`config.mk`:
```
export PLATFORM = sky130hd
export DESIGN_NAME = team_06_echo_engine_flat
export DESIGN_NICKNAME = d
export VERILOG_FILES = /design/src/rtl/team_06_echo_pkg.sv /design/src/rtl/team_06_echo_if.sv /design/src/rtl/team_06_echo_sat.sv /design/src/rtl/team_06_echo_engine.sv /design/src/flat_wrapper.sv
export SDC_FILE = /design/constraint.sdc
export NUM_CORES = 1
export LEC_CHECK = 0
export CAP_MARGIN = 15
export CORE_UTILIZATION = 54
export DETAILED_ROUTE_END_ITERATION = 10
export PLACE_DENSITY = 0.83
export SLEW_MARGIN = 5
export SYNTH_ARGS = -nofsm -noshare
export SYNTH_HDL_FRONTEND = slang
export SYNTH_SLANG_ARGS = --single-unit
```
`constraint.sdc`:
```
create_clock -name clk -period 5.05 [get_ports clk]
set_clock_uncertainty 0.05 [all_clocks]
set_input_delay 1.01 -clock clk [delete_from_list [all_inputs] [get_ports clk]]
set_output_delay 1.01 -clock clk [all_outputs]
set_load 0.05 [all_outputs]
```
`src/rtl/team_06_echo_pkg.sv`:
```
// Shared types and sample-format constants for the team_06 multi-tap echo engine.
package team_06_echo_pkg;

  typedef enum logic [1:0] {
    ECHO_BYPASS   = 2'd0,
    ECHO_DELAY    = 2'd1,
    ECHO_FEEDBACK = 2'd2,
    ECHO_RSVD     = 2'd3
  } echo_mode_e;

  typedef enum logic [2:0] {
    S_IDLE    = 3'd0,
    S_RD_REQ  = 3'd1,
    S_RD_WAIT = 3'd2,
    S_MIX     = 3'd3,
    S_WR_REQ  = 3'd4,
    S_WR_WAIT = 3'd5,
    S_OUT     = 3'd6
  } echo_state_e;

  // Offset-binary midpoint, i.e. the code for silence.
  function automatic int midpoint(input int unsigned w);
    return 1 << (w - 1);
  endfunction

  function automatic int sat_max(input int unsigned w);
    return midpoint(w) - 1;
  endfunction

  function automatic int sat_min(input int unsigned w);
    return -midpoint(w);
  endfunction

endpackage

```
`src/rtl/team_06_echo_if.sv`:
```
// History-SRAM request bus between the echo engine (master) and the memory controller (slave).
interface team_06_echo_if #(
  parameter int unsigned SAMPLE_W = 8,
  parameter int unsigned ADDR_W   = 13
);

  logic                mem_search;
  logic                mem_record;
  logic [ADDR_W-1:0]   mem_offset;
  logic [SAMPLE_W-1:0] mem_wdata;
  logic [SAMPLE_W-1:0] mem_rdata;
  logic                mem_done;

  modport master (
    output mem_search, mem_record, mem_offset, mem_wdata,
    input  mem_rdata, mem_done
  );

  modport slave (
    input  mem_search, mem_record, mem_offset, mem_wdata,
    output mem_rdata, mem_done
  );

endinterface

```
`src/rtl/team_06_echo_sat.sv`:
```
// Clamp a signed accumulator to OUT_W signed range and convert to offset-binary.
module team_06_echo_sat
  import team_06_echo_pkg::*;
#(
  parameter int unsigned IN_W  = 11,
  parameter int unsigned OUT_W = 8
) (
  input  logic signed [IN_W-1:0] din,
  output logic [OUT_W-1:0]       dout_c
);

  localparam logic signed [IN_W-1:0] MAX_S = IN_W'(sat_max(OUT_W));
  localparam logic signed [IN_W-1:0] MIN_S = IN_W'(sat_min(OUT_W));

  // In-range values: flipping the sign bit adds the midpoint.
  always_comb begin
    dout_c = {~din[OUT_W-1], din[OUT_W-2:0]};
    if (din > MAX_S) begin
      dout_c = '1;
    end else if (din < MIN_S) begin
      dout_c = '0;
    end
  end

endmodule

```
`src/rtl/team_06_echo_engine.sv`:
```
// Multi-tap echo/delay core: per tick reads NUM_TAPS history samples, mixes, records one sample.
// Optional build macro TEAM_06_ECHO_CLIPCNT_EN adds a saturating clip_count output.
module team_06_echo_engine
  import team_06_echo_pkg::*;
#(
  parameter int unsigned SAMPLE_W = 8,
  parameter int unsigned ADDR_W   = 13,
  parameter int unsigned NUM_TAPS = 2,
  parameter int unsigned TIMEOUT  = 255
) (
  input  logic                         clk,
  input  logic                         rst,
  input  logic                         sample_tick,
  input  logic [SAMPLE_W-1:0]          audio_in,
  input  logic [1:0]                   mode,
  input  logic [NUM_TAPS*ADDR_W-1:0]   tap_delay,
  input  logic [NUM_TAPS*3-1:0]        tap_shift,
  output logic [SAMPLE_W-1:0]          audio_out,
  output logic                         out_valid,
  team_06_echo_if.master               mem,
  output logic                         busy,
  output logic                         overrun,
  output logic                         err_timeout
`ifdef TEAM_06_ECHO_CLIPCNT_EN
  ,
  output logic [15:0]                  clip_count
`endif
);

  localparam int unsigned ACC_W = SAMPLE_W + 1 + $clog2(NUM_TAPS + 1);
  localparam int unsigned IDX_W = (NUM_TAPS > 1) ? $clog2(NUM_TAPS) : 1;
  localparam int unsigned CNT_W = $clog2(TIMEOUT + 1);
  localparam logic [IDX_W-1:0]    LAST_IDX = IDX_W'(NUM_TAPS - 1);
  localparam logic [SAMPLE_W-1:0] MID      = SAMPLE_W'(midpoint(SAMPLE_W));

  echo_state_e                 state_q, state_d;
  echo_mode_e                  mode_q, mode_d;
  logic [IDX_W-1:0]            idx_q, idx_d;
  logic [SAMPLE_W-1:0]         dry_q, dry_d;
  logic [NUM_TAPS*ADDR_W-1:0]  delay_q, delay_d;
  logic [NUM_TAPS*3-1:0]       shift_q, shift_d;
  logic signed [ACC_W-1:0]     acc_q, acc_d;
  logic [SAMPLE_W-1:0]         wet_q, wet_d;
  logic [CNT_W-1:0]            wait_q, wait_d;
  logic [SAMPLE_W-1:0]         audio_out_q, audio_out_d;
  logic                        out_valid_q, out_valid_d;
  logic                        search_q, search_d;
  logic                        record_q, record_d;
  logic [ADDR_W-1:0]           offset_q, offset_d;
  logic [SAMPLE_W-1:0]         wdata_q, wdata_d;
  logic                        busy_q, busy_d;
  logic                        overrun_q, overrun_d;
  logic                        err_timeout_q, err_timeout_d;

  logic signed [SAMPLE_W-1:0]  dry_in_s;
  logic signed [SAMPLE_W-1:0]  rd_s;
  logic signed [SAMPLE_W-1:0]  rd_sh_s;
  logic signed [ACC_W-1:0]     contrib_s;
  logic [SAMPLE_W-1:0]         sat_c;
  logic                        timed_out_c;

`ifdef TEAM_06_ECHO_CLIPCNT_EN
  logic [15:0] clip_cnt_q, clip_cnt_d;
  logic        clip_c;
  // Accumulator fits the output range only if its top bits are pure sign extension.
  assign clip_c = ~((&acc_q[ACC_W-1:SAMPLE_W-1]) | ~(|acc_q[ACC_W-1:SAMPLE_W-1]));
  assign clip_count = clip_cnt_q;
`endif

  team_06_echo_sat #(
    .IN_W  (ACC_W),
    .OUT_W (SAMPLE_W)
  ) u_sat (
    .din    (acc_q),
    .dout_c (sat_c)
  );

  // Offset-binary to signed and per-tap attenuation of the returned history sample.
  always_comb begin
    dry_in_s    = $signed({~audio_in[SAMPLE_W-1], audio_in[SAMPLE_W-2:0]});
    rd_s        = $signed({~mem.mem_rdata[SAMPLE_W-1], mem.mem_rdata[SAMPLE_W-2:0]});
    rd_sh_s     = rd_s >>> shift_q[32'(idx_q) * 3 +: 3];
    contrib_s   = ACC_W'(rd_sh_s);
    timed_out_c = ~mem.mem_done & (wait_q == CNT_W'(TIMEOUT - 1));
  end

  always_comb begin
    state_d       = state_q;
    mode_d        = mode_q;
    idx_d         = idx_q;
    dry_d         = dry_q;
    delay_d       = delay_q;
    shift_d       = shift_q;
    acc_d         = acc_q;
    wet_d         = wet_q;
    wait_d        = '0;
    audio_out_d   = audio_out_q;
    offset_d      = offset_q;
    wdata_d       = wdata_q;
    err_timeout_d = err_timeout_q;
    overrun_d     = overrun_q | (sample_tick & (state_q != S_IDLE));
`ifdef TEAM_06_ECHO_CLIPCNT_EN
    clip_cnt_d    = clip_cnt_q;
`endif

    unique case (state_q)
      S_IDLE: begin
        if (sample_tick) begin
          mode_d  = echo_mode_e'(mode);
          dry_d   = audio_in;
          delay_d = tap_delay;
          shift_d = tap_shift;
          idx_d   = '0;
          acc_d   = ACC_W'(dry_in_s);
          if (mode_d == ECHO_DELAY || mode_d == ECHO_FEEDBACK) begin
            state_d = S_RD_REQ;
          end else begin
            state_d = S_WR_REQ;
          end
        end
      end
      S_RD_REQ: state_d = S_RD_WAIT;
      S_RD_WAIT: begin
        wait_d = wait_q + CNT_W'(1);
        if (mem.mem_done || timed_out_c) begin
          if (mem.mem_done) begin
            acc_d = acc_q + contrib_s;
          end else begin
            err_timeout_d = 1'b1;
          end
          if (idx_q == LAST_IDX) begin
            state_d = S_MIX;
          end else begin
            idx_d   = idx_q + IDX_W'(1);
            state_d = S_RD_REQ;
          end
        end
      end
      S_MIX: begin
        wet_d   = sat_c;
        state_d = S_WR_REQ;
`ifdef TEAM_06_ECHO_CLIPCNT_EN
        if (clip_c && clip_cnt_q != 16'hFFFF) begin
          clip_cnt_d = clip_cnt_q + 16'd1;
        end
`endif
      end
      S_WR_REQ: state_d = S_WR_WAIT;
      S_WR_WAIT: begin
        wait_d = wait_q + CNT_W'(1);
        if (mem.mem_done || timed_out_c) begin
          if (!mem.mem_done) begin
            err_timeout_d = 1'b1;
          end
          state_d = S_OUT;
        end
      end
      S_OUT:   state_d = S_IDLE;
      default: state_d = S_IDLE;
    endcase

    // Registered strobes are asserted for the cycle the FSM sits in the matching state.
    search_d    = (state_d == S_RD_REQ);
    record_d    = (state_d == S_WR_REQ);
    out_valid_d = (state_d == S_OUT);
    busy_d      = (state_d != S_IDLE);
    if (state_d == S_RD_REQ) begin
      offset_d = delay_d[32'(idx_d) * ADDR_W +: ADDR_W];
    end
    if (state_d == S_WR_REQ) begin
      offset_d = '0;
      wdata_d  = (mode_d == ECHO_FEEDBACK) ? wet_d : dry_d;
    end
    if (state_d == S_OUT) begin
      audio_out_d = (mode_q == ECHO_DELAY || mode_q == ECHO_FEEDBACK) ? wet_q : dry_q;
    end
  end

  always_ff @(posedge clk or posedge rst) begin
    if (rst) begin
      state_q       <= S_IDLE;
      mode_q        <= ECHO_BYPASS;
      idx_q         <= '0;
      dry_q         <= '0;
      delay_q       <= '0;
      shift_q       <= '0;
      acc_q         <= '0;
      wet_q         <= '0;
      wait_q        <= '0;
      audio_out_q   <= MID;
      out_valid_q   <= 1'b0;
      search_q      <= 1'b0;
      record_q      <= 1'b0;
      offset_q      <= '0;
      wdata_q       <= '0;
      busy_q        <= 1'b0;
      overrun_q     <= 1'b0;
      err_timeout_q <= 1'b0;
`ifdef TEAM_06_ECHO_CLIPCNT_EN
      clip_cnt_q    <= '0;
`endif
    end else begin
      state_q       <= state_d;
      mode_q        <= mode_d;
      idx_q         <= idx_d;
      dry_q         <= dry_d;
      delay_q       <= delay_d;
      shift_q       <= shift_d;
      acc_q         <= acc_d;
      wet_q         <= wet_d;
      wait_q        <= wait_d;
      audio_out_q   <= audio_out_d;
      out_valid_q   <= out_valid_d;
      search_q      <= search_d;
      record_q      <= record_d;
      offset_q      <= offset_d;
      wdata_q       <= wdata_d;
      busy_q        <= busy_d;
      overrun_q     <= overrun_d;
      err_timeout_q <= err_timeout_d;
`ifdef TEAM_06_ECHO_CLIPCNT_EN
      clip_cnt_q    <= clip_cnt_d;
`endif
    end
  end

  assign audio_out      = audio_out_q;
  assign out_valid      = out_valid_q;
  assign busy           = busy_q;
  assign overrun        = overrun_q;
  assign err_timeout    = err_timeout_q;
  assign mem.mem_search = search_q;
  assign mem.mem_record = record_q;
  assign mem.mem_offset = offset_q;
  assign mem.mem_wdata  = wdata_q;

endmodule

```
`src/flat_wrapper.sv`:
```
// flat-port wrapper written by rule: the top's interface ports become plain ports
module team_06_echo_engine_flat import team_06_echo_pkg::*;
#(
  parameter int unsigned SAMPLE_W = 8,
  parameter int unsigned ADDR_W   = 13,
  parameter int unsigned NUM_TAPS = 2,
  parameter int unsigned TIMEOUT  = 255
)
  (clk, rst, sample_tick, audio_in, mode, tap_delay, tap_shift, audio_out, out_valid, busy, overrun, err_timeout, mem_mem_search, mem_mem_record, mem_mem_offset, mem_mem_wdata, mem_mem_rdata, mem_mem_done);
  team_06_echo_if #(.SAMPLE_W(SAMPLE_W), .ADDR_W(ADDR_W)) mem_i ();
  input  logic clk;
  input  logic rst;
  input  logic sample_tick;
  input  logic [SAMPLE_W-1:0] audio_in;
  input  logic [1:0] mode;
  input  logic [NUM_TAPS*ADDR_W-1:0] tap_delay;
  input  logic [NUM_TAPS*3-1:0] tap_shift;
  output logic [SAMPLE_W-1:0] audio_out;
  output logic out_valid;
  output logic busy;
  output logic overrun;
  output logic err_timeout;
  output wire logic [$bits(mem_i.mem_search)-1:0] mem_mem_search;
  output wire logic [$bits(mem_i.mem_record)-1:0] mem_mem_record;
  output wire logic [$bits(mem_i.mem_offset)-1:0] mem_mem_offset;
  output wire logic [$bits(mem_i.mem_wdata)-1:0] mem_mem_wdata;
  input wire logic [$bits(mem_i.mem_rdata)-1:0] mem_mem_rdata;
  input wire logic [$bits(mem_i.mem_done)-1:0] mem_mem_done;
  assign mem_mem_search = mem_i.mem_search;
  assign mem_mem_record = mem_i.mem_record;
  assign mem_mem_offset = mem_i.mem_offset;
  assign mem_mem_wdata = mem_i.mem_wdata;
  assign mem_i.mem_rdata = mem_mem_rdata;
  assign mem_i.mem_done = mem_mem_done;
  team_06_echo_engine #(.SAMPLE_W(SAMPLE_W), .ADDR_W(ADDR_W), .NUM_TAPS(NUM_TAPS), .TIMEOUT(TIMEOUT)) u_core (.clk(clk), .rst(rst), .sample_tick(sample_tick), .audio_in(audio_in), .mode(mode), .tap_delay(tap_delay), .tap_shift(tap_shift), .audio_out(audio_out), .out_valid(out_valid), .mem(mem_i), .busy(busy), .overrun(overrun), .err_timeout(err_timeout));
endmodule
```
# ---- After elaboration in Yosys (flattened, before gate mapping)
# Index checks and enable logic that the tools add are counted.
dict set report totals {
  ff_bits 108
  latchBits 0
  ram_bits 0
  romBits 0
  inputBits 54
  out_inout_bits 35
  elab_cells 92
  n_memories 0
}
dict set report classes {
  n_addsub 3
  mul 2
  div_mod_pow 0
  n_lt_le_gt_ge 2
  eq_ne 17
  shift 3
  muxes 28
  bitwise_logic 7
  reduce_logical 12
}
# cell n
set ops {}
lappend ops {{$mux W8} 8}
lappend ops {{$mux W26} 2}
lappend ops {{$mux W11} 3}
lappend ops {{$mux W13} 2}
lappend ops {{$shiftx A26 B6 Y13} 1}
lappend ops {{$pmux W11 S2} 1}
lappend ops {{$pmux W3 S6} 1}
lappend ops {{$eq A3 B3 Y1 const B} 4}
lappend ops {{$mux W3} 4}
lappend ops {{$add A11 B8 Y11} 1}
lappend ops {{$gt A11 B8 Y1 const B} 1}
lappend ops {{$lt A11 B8 Y1 const B} 1}
lappend ops {{$add A8 B1 Y8 const B} 1}
lappend ops {{$eq A8 B8 Y1 const B} 1}
lappend ops {{$sshr A8 B3 Y8} 1}
lappend ops {{$eq A2 B2 Y1 const B} 3}
lappend ops {{$eq A3 B1 Y1 const B} 2}
lappend ops {{$eq A3 B2 Y1 const B} 2}
lappend ops {{$mux W2} 3}
lappend ops {{$reduce_bool A3 Y1} 2}
lappend ops {{$shiftx A6 B4 Y3} 1}
lappend ops {{$mul A1 B4 Y5 const B} 1}
lappend ops {{$eq A2 B1 Y1 const B} 2}
lappend ops {{$ne A2 B2 Y1 const B} 2}
lappend ops {{other kinds (15)} 24}

# ---- Logic depth before layout (Yosys ltp)
dict set report depth {
  ltp_word 9
  ltp_mapped 14
  mapped_depth_nobuf 12
}

# ---- By module
# Synthesis repeated with hierarchy kept, for this count alone.
dict set report unflattened {
  hier_cells 485
  area_unflattened_um2 5499.0
}
# mod n_inst cells_each area_each_um2 seq_area_each_um2
set modules_own_cells {}
lappend modules_own_cells {team_06_echo_engine 1 459 5305.1 2703.8}
lappend modules_own_cells {team_06_echo_sat 1 26 193.9 0.0}

# ---- Worst setup path after synthesis
# OpenSTA, ideal clock, no wires.
dict set report synth_timing {
  path_kind {reg2reg}
  from {register u_core.idx_q}
  to {register u_core.acc_q[8]}
  setup_ns 0.130
  arrival_time_ns 3.418
  required_time_ns 4.870
  path_slack_ns 1.452
  path_stages_with_launch 13
  n_path_buf 1
  synth_period_minus_slack_ns 3.598
  cell_sequence {dfrtp_1 > clkbuf_1 > mux2i_2 > mux4_2 > mux2_2 > ha_1 > fa_1 > a21o_1 > a21oi_1 > o21bai_1 > a31oi_1 > xor2_1 > a21oi_1}
}
dict set report synth_via {
  elab_chain_len 7
}
# element line
set synth_lines {}
lappend synth_lines {{start, declared} team_06_echo_engine.sv:38} ;# logic [IDX_W-1:0] idx_q, idx_d;
lappend synth_lines {{start signal, assigned} team_06_echo_engine.sv:205} ;# idx_q <= idx_d;
lappend synth_lines {{$mul A1 B2 Y3} team_06_echo_engine.sv:82} ;# rd_sh_s = rd_s >>> shift_q[32'(idx_q) * 3 +: 3];
lappend synth_lines {{$shiftx A6 B4 Y3} team_06_echo_engine.sv:82}
lappend synth_lines {{$sshr A8 B3 Y8} team_06_echo_engine.sv:82}
lappend synth_lines {{$add A11 B8 Y11} team_06_echo_engine.sv:127} ;# acc_d = acc_q + contrib_s;
lappend synth_lines {{$mux W11} team_06_echo_engine.sv:126} ;# if (mem.mem_done) begin
lappend synth_lines {{$mux W11} team_06_echo_engine.sv:125} ;# if (mem.mem_done || timed_out_c) begin
lappend synth_lines {{$pmux W11 S2} team_06_echo_engine.sv:106} ;# unique case (state_q)
lappend synth_lines {{end signal, assigned} team_06_echo_engine.sv:187} ;# acc_q <= '0;
lappend synth_lines {{end signal, assigned} team_06_echo_engine.sv:209} ;# acc_q <= acc_d;
lappend synth_lines {{end, declared} team_06_echo_engine.sv:42} ;# logic signed [ACC_W-1:0] acc_q, acc_d;
# No other way between the ends. The select of a mux whose other input is x is not followed.
# A chain may end at the register's enable or synchronous reset.

# ---- Worst setup path in the final report
dict set report layout_timing {
  from {input port mem_mem_rdata[7]}
  to {register u_core.acc_q[8]}
}
dict set report layout_via {
  elab_chain_len 6
}
# element line
set layout_lines {}
lappend layout_lines {{start, declared} flat_wrapper.sv:27} ;# input wire logic [$bits(mem_i.mem_rdata)-1:0] mem_mem_rdata;
lappend layout_lines {{$not A1 Y1} team_06_echo_engine.sv:81} ;# rd_s = $signed({~mem.mem_rdata[SAMPLE_W-1], mem.mem_rdata[SAMPLE_W-2:0]});
lappend layout_lines {{$sshr A8 B3 Y8} team_06_echo_engine.sv:82}
lappend layout_lines {{$add A11 B8 Y11} team_06_echo_engine.sv:127}
lappend layout_lines {{$mux W11} team_06_echo_engine.sv:126}
lappend layout_lines {{$mux W11} team_06_echo_engine.sv:125}
lappend layout_lines {{$pmux W11 S2} team_06_echo_engine.sv:106}
# No other way between the ends. The select of a mux whose other input is x is not followed.

==> run summary <==
The length of routed met3 wiring came out at roughly 880 µm. The floorplan has 36 rows. From bottom edge to top edge, the die measures 103 µm. The maximum level of the CTS H-tree is 3.

For this run, asynchronously set or reset flops after synthesis account for 100%. For this design the top-level I/O count stands at 89. The worst hold slack across all endpoints came out at around 0.43 ns. Port buffering added approximately 90 buffers. The number of nets in the layout came out at between 600 and 700. The cell area after synthesis came out at 0.00548 mm².

The number of distinct standard cells referenced by the synthesized netlist came out at 53. The library cell used most frequently in the layout, excluding fill and tap cells, is dfrtp_1. The arrival time at the worst endpoint is about 4.3 ns. The max-capacitance violation count is 0. CTS placed an instance of clkbuf_8 at the clock tree root.

The total power divided by cell area came out at slightly above 700 mW/mm². The headroom to the max-slew limit is between 30 and 40%. The average size of a mapped cell is between 10 and 15 µm². The largest net degree at the start of global routing is 82. The wire length of the first global-routing pass is 20.2 mm. The top cell types in the final layout, fill and taps aside, are 107 x dfrtp_1, 93 x nand2_1, 88 x clkdlybuf4s50_1.

In the routed layout, each cell is associated on average with a via count of between 5 and 6. The maximum count of clock buffers along a single path came out at 2. The number of cells in the finished layout apart from fillers is between 700 and 800. At the end of routability-driven placement, the weighted congestion stood at 0.915.

The die span in x came out at roughly 100 µm. Including well taps, the total number of placed cells is 732. The final standard cell area without fillers is 0.00664 mm².

The floorplan step defined a die boundary enclosing between 0.01 and 0.015 mm². The ratio of cells with drive above 1 in the final layout is 10.2%. Setup repair after global routing left no endpoint under its margin. Summed over all nets, the half-perimeter wirelength after detailed placement is 8.99 mm. The setup check on the worst reg-to-reg path leaves a slack of roughly 1.2 ns. For this design the static power due to leakage is around 3.0 nW. The flow ran to the end, and the final reports show no timing, DRC or antenna violations. The launching point of the worst reg2reg path is u_core.idx_q$_DFF_PP0_. The final-report max-slew violation count is 0. STA classifies the critical path startpoint as an input port. The starting density of the core came out at 55.8%. The core region is between 0.009 and 0.01 mm². Of all nets on the critical path, the largest fanout is 6. The smallest setup slack after layout came out at 1.00 ns.

In this run, post-CTS hold repair placed 0 buffers. The number of hold violations in the final report came out at 0. The path class of the tightest hold or removal check is flip-flop to flip-flop.

The achievable frequency is 247 MHz. The CTS clock-pin slew for the worst setup and hold paths is 0.10 ns. After clock tree synthesis, the setup repair step added 0 buffers. The completed layout was analyzed and its total power is ~4.8 mW. The clock latency of the later-clocked register in the worst-skew pair came out at around 0.38 ns.

The number of endpoints failing setup at the final stage is 0. After global routing the overflow that remains totals 0. The final total negative setup slack came out at 0 ns.

The post-place instance area came out at 0.00645 mm². STA classifies the critical path endpoint as a flip-flop. The maximum vdd drop is 0.000411 V.

The routed length on met2 is 6.16 mm. The post-synthesis cell count came out at 529. The first routing iteration left ~170 violations. The smallest clock period supported by the final layout is computed as between 4 and 5 ns. Before CTS, the worst setup slack after placement is 0.635 ns. The kind of critical path is input port to flip-flop.

The most critical setup path has its startpoint at mem_mem_rdata[7]. The number of enable-type register cells in the synthesized netlist is 0. The filler cells instantiated in the layout total between 700 and 800.

The post-CTS resize count is 0. The routed design has around 12 mm of wire. The total number of vias is 4210.

The top routing layer in use is met4. The worst hold path begins at u_core.err_timeout$_DFFE_PP0P_. The number of antenna violations at the first check in global routing is 0. For this run, the total global-route usage over all layers was measured as approximately a quarter.

The area growth from synthesis to final layout came out at 21.2%. For this block, wires on met1 add up to between 5 and 6 mm. Sequential cells were found to cover 49.3% of the synthesized design area. The repair_antennas step left the layout with diodes totalling 0.

The Yosys step of the flow raised 0 warnings. The antenna violation net count after detailed routing is 0. Before antenna repair, the detailed router went through 5 iterations.

The post-synth net total is 598. The clock tree from TritonCTS is built. The core occupancy in the finished layout came out at 67.6%. The number of global-route vias before repair is 4221. The ratio of final minimum period to clock period came out at 80.2%. The clock sink count is 108.

The data required time at the worst endpoint came out at roughly 5.3 ns. At the pin with the least slew margin, the transition time is 0.995 ns. The most used flip-flop cell after synthesis is dfrtp_1. After synthesis the netlist holds a flip-flop and latch count of between 100 and 150. After detailed routing, the number of remaining DRC violations is 0. The total CTS buffers came out at 9. Dividing the detail-routed wire length by the instance count gives between 15 and 20 µm.
-- layout make-up --
| type | count | area [µm²] | share of cell area [%] |
|---|---|---|---|
| Clock buffer | 10 | 128 | 1.92 |
| Clock inverter | 6 | 56.3 | 0.848 |
| Inverter | 23 | 88.8 | 1.34 |
| Multi-Input combinational cell | 375 | 2570 | 38.7 |
| Sequential cell | 108 | 2700 | 40.7 |
| Tap cell | 133 | 166 | 2.51 |
| Timing Repair Buffer | 94 | 926 | 13.9 |
-- worst max-delay path, stage by stage --
cell and delay, ns:
clkdlybuf4s50_1 0.58, inv_1 0.17, mux4_2 0.50, mux2_2 0.28
ha_1 0.21, fa_1 0.41, a21o_1 0.20, a21oi_1 0.27
o21bai_1 0.16, a31oi_1 0.21, xor2_1 0.17, a21oi_1 0.08
-- sequential cells by signal (all words and copies together) (netlist names), 2 cells and up --
name                   cells
u_core.delay_q            26
u_core.mem.mem_offset     13
u_core.acc_q              11
u_core.audio_out           8
u_core.dry_q               8
u_core.mem.mem_wdata       8
u_core.wait_q              8
u_core.wet_q               8
u_core.shift_q             6
u_core.state_q             3
u_core.mode_q              2
-- kinds of logic (layout without fill, tap and decap cells) --
group / after synthesis / count (layout) / synth area share, %
AO/OA/AOI/OAI: 124 / 124 / 14.1
XOR/XNOR: 17 / 17 / 2.72
adder cells (fa/ha/maj): 15 / 15 / 3.56
buffers and inverters: 46 / 133 / 3.88
flip-flops: 108 / 108 / 49.3
multiplexers: 68 / 68 / 13.9
AND/OR/NAND/NOR: 151 / 151 / 12.6
-- Yosys cell counts, drive strengths merged, types with 3 or more instances --
cell type / count / area [µm²]
a31oi: 5 / 31.3
nand2b: 5 / 38.8
o21ai: 48 / 244
a21oi: 21 / 105
nand2: 94 / 355
a21o: 7 / 52.6
xor2: 10 / 87.6
o22ai: 14 / 87.6
buf: 13 / 88.8
mux4: 3 / 67.6
nor2: 20 / 75.1
nand3b: 3 / 22.5
mux2i: 37 / 378
inv: 23 / 86.3
a2bb2oi: 13 / 114
ha: 14 / 175
o21bai: 4 / 30.0
mux2: 28 / 315
nand3: 8 / 40.0
nor3: 6 / 30.0
clkbuf: 10 / 37.5
xnor2: 7 / 61.3
dfrtp: 107 / 2680
-- per-layer routing --
layer / track usage, % / vias up
met4: 6.50 / 0
met3: 7.46 / 15
met1: 31.1 / 2043
li1: - / 2022
met5: 0 / -
met2: 42.7 / 130
-- path summary, 6_finish.rpt --
kind / to / cells past startpoint
min in group asynchronous: u_core.delay_q[23]$_DFF_PP0_ / 2
max: u_core.acc_q[8]$_DFFE_PP0P_ / 12
max reg2reg: u_core.acc_q[8]$_DFFE_PP0P_ / 11
min: u_core.err_timeout$_DFFE_PP0P_ / 2
max in group asynchronous: u_core.audio_out[7]$_DFFE_PP1P_ / 3
min reg2reg: u_core.err_timeout$_DFFE_PP0P_ / 2
-- where the power goes --
part           switching [mW]  internal (mW)
sequential              0.249           1.23
combinational            1.63           1.19
clock                   0.313          0.191
No activity file was read; power rests on OpenSTA's default activity.
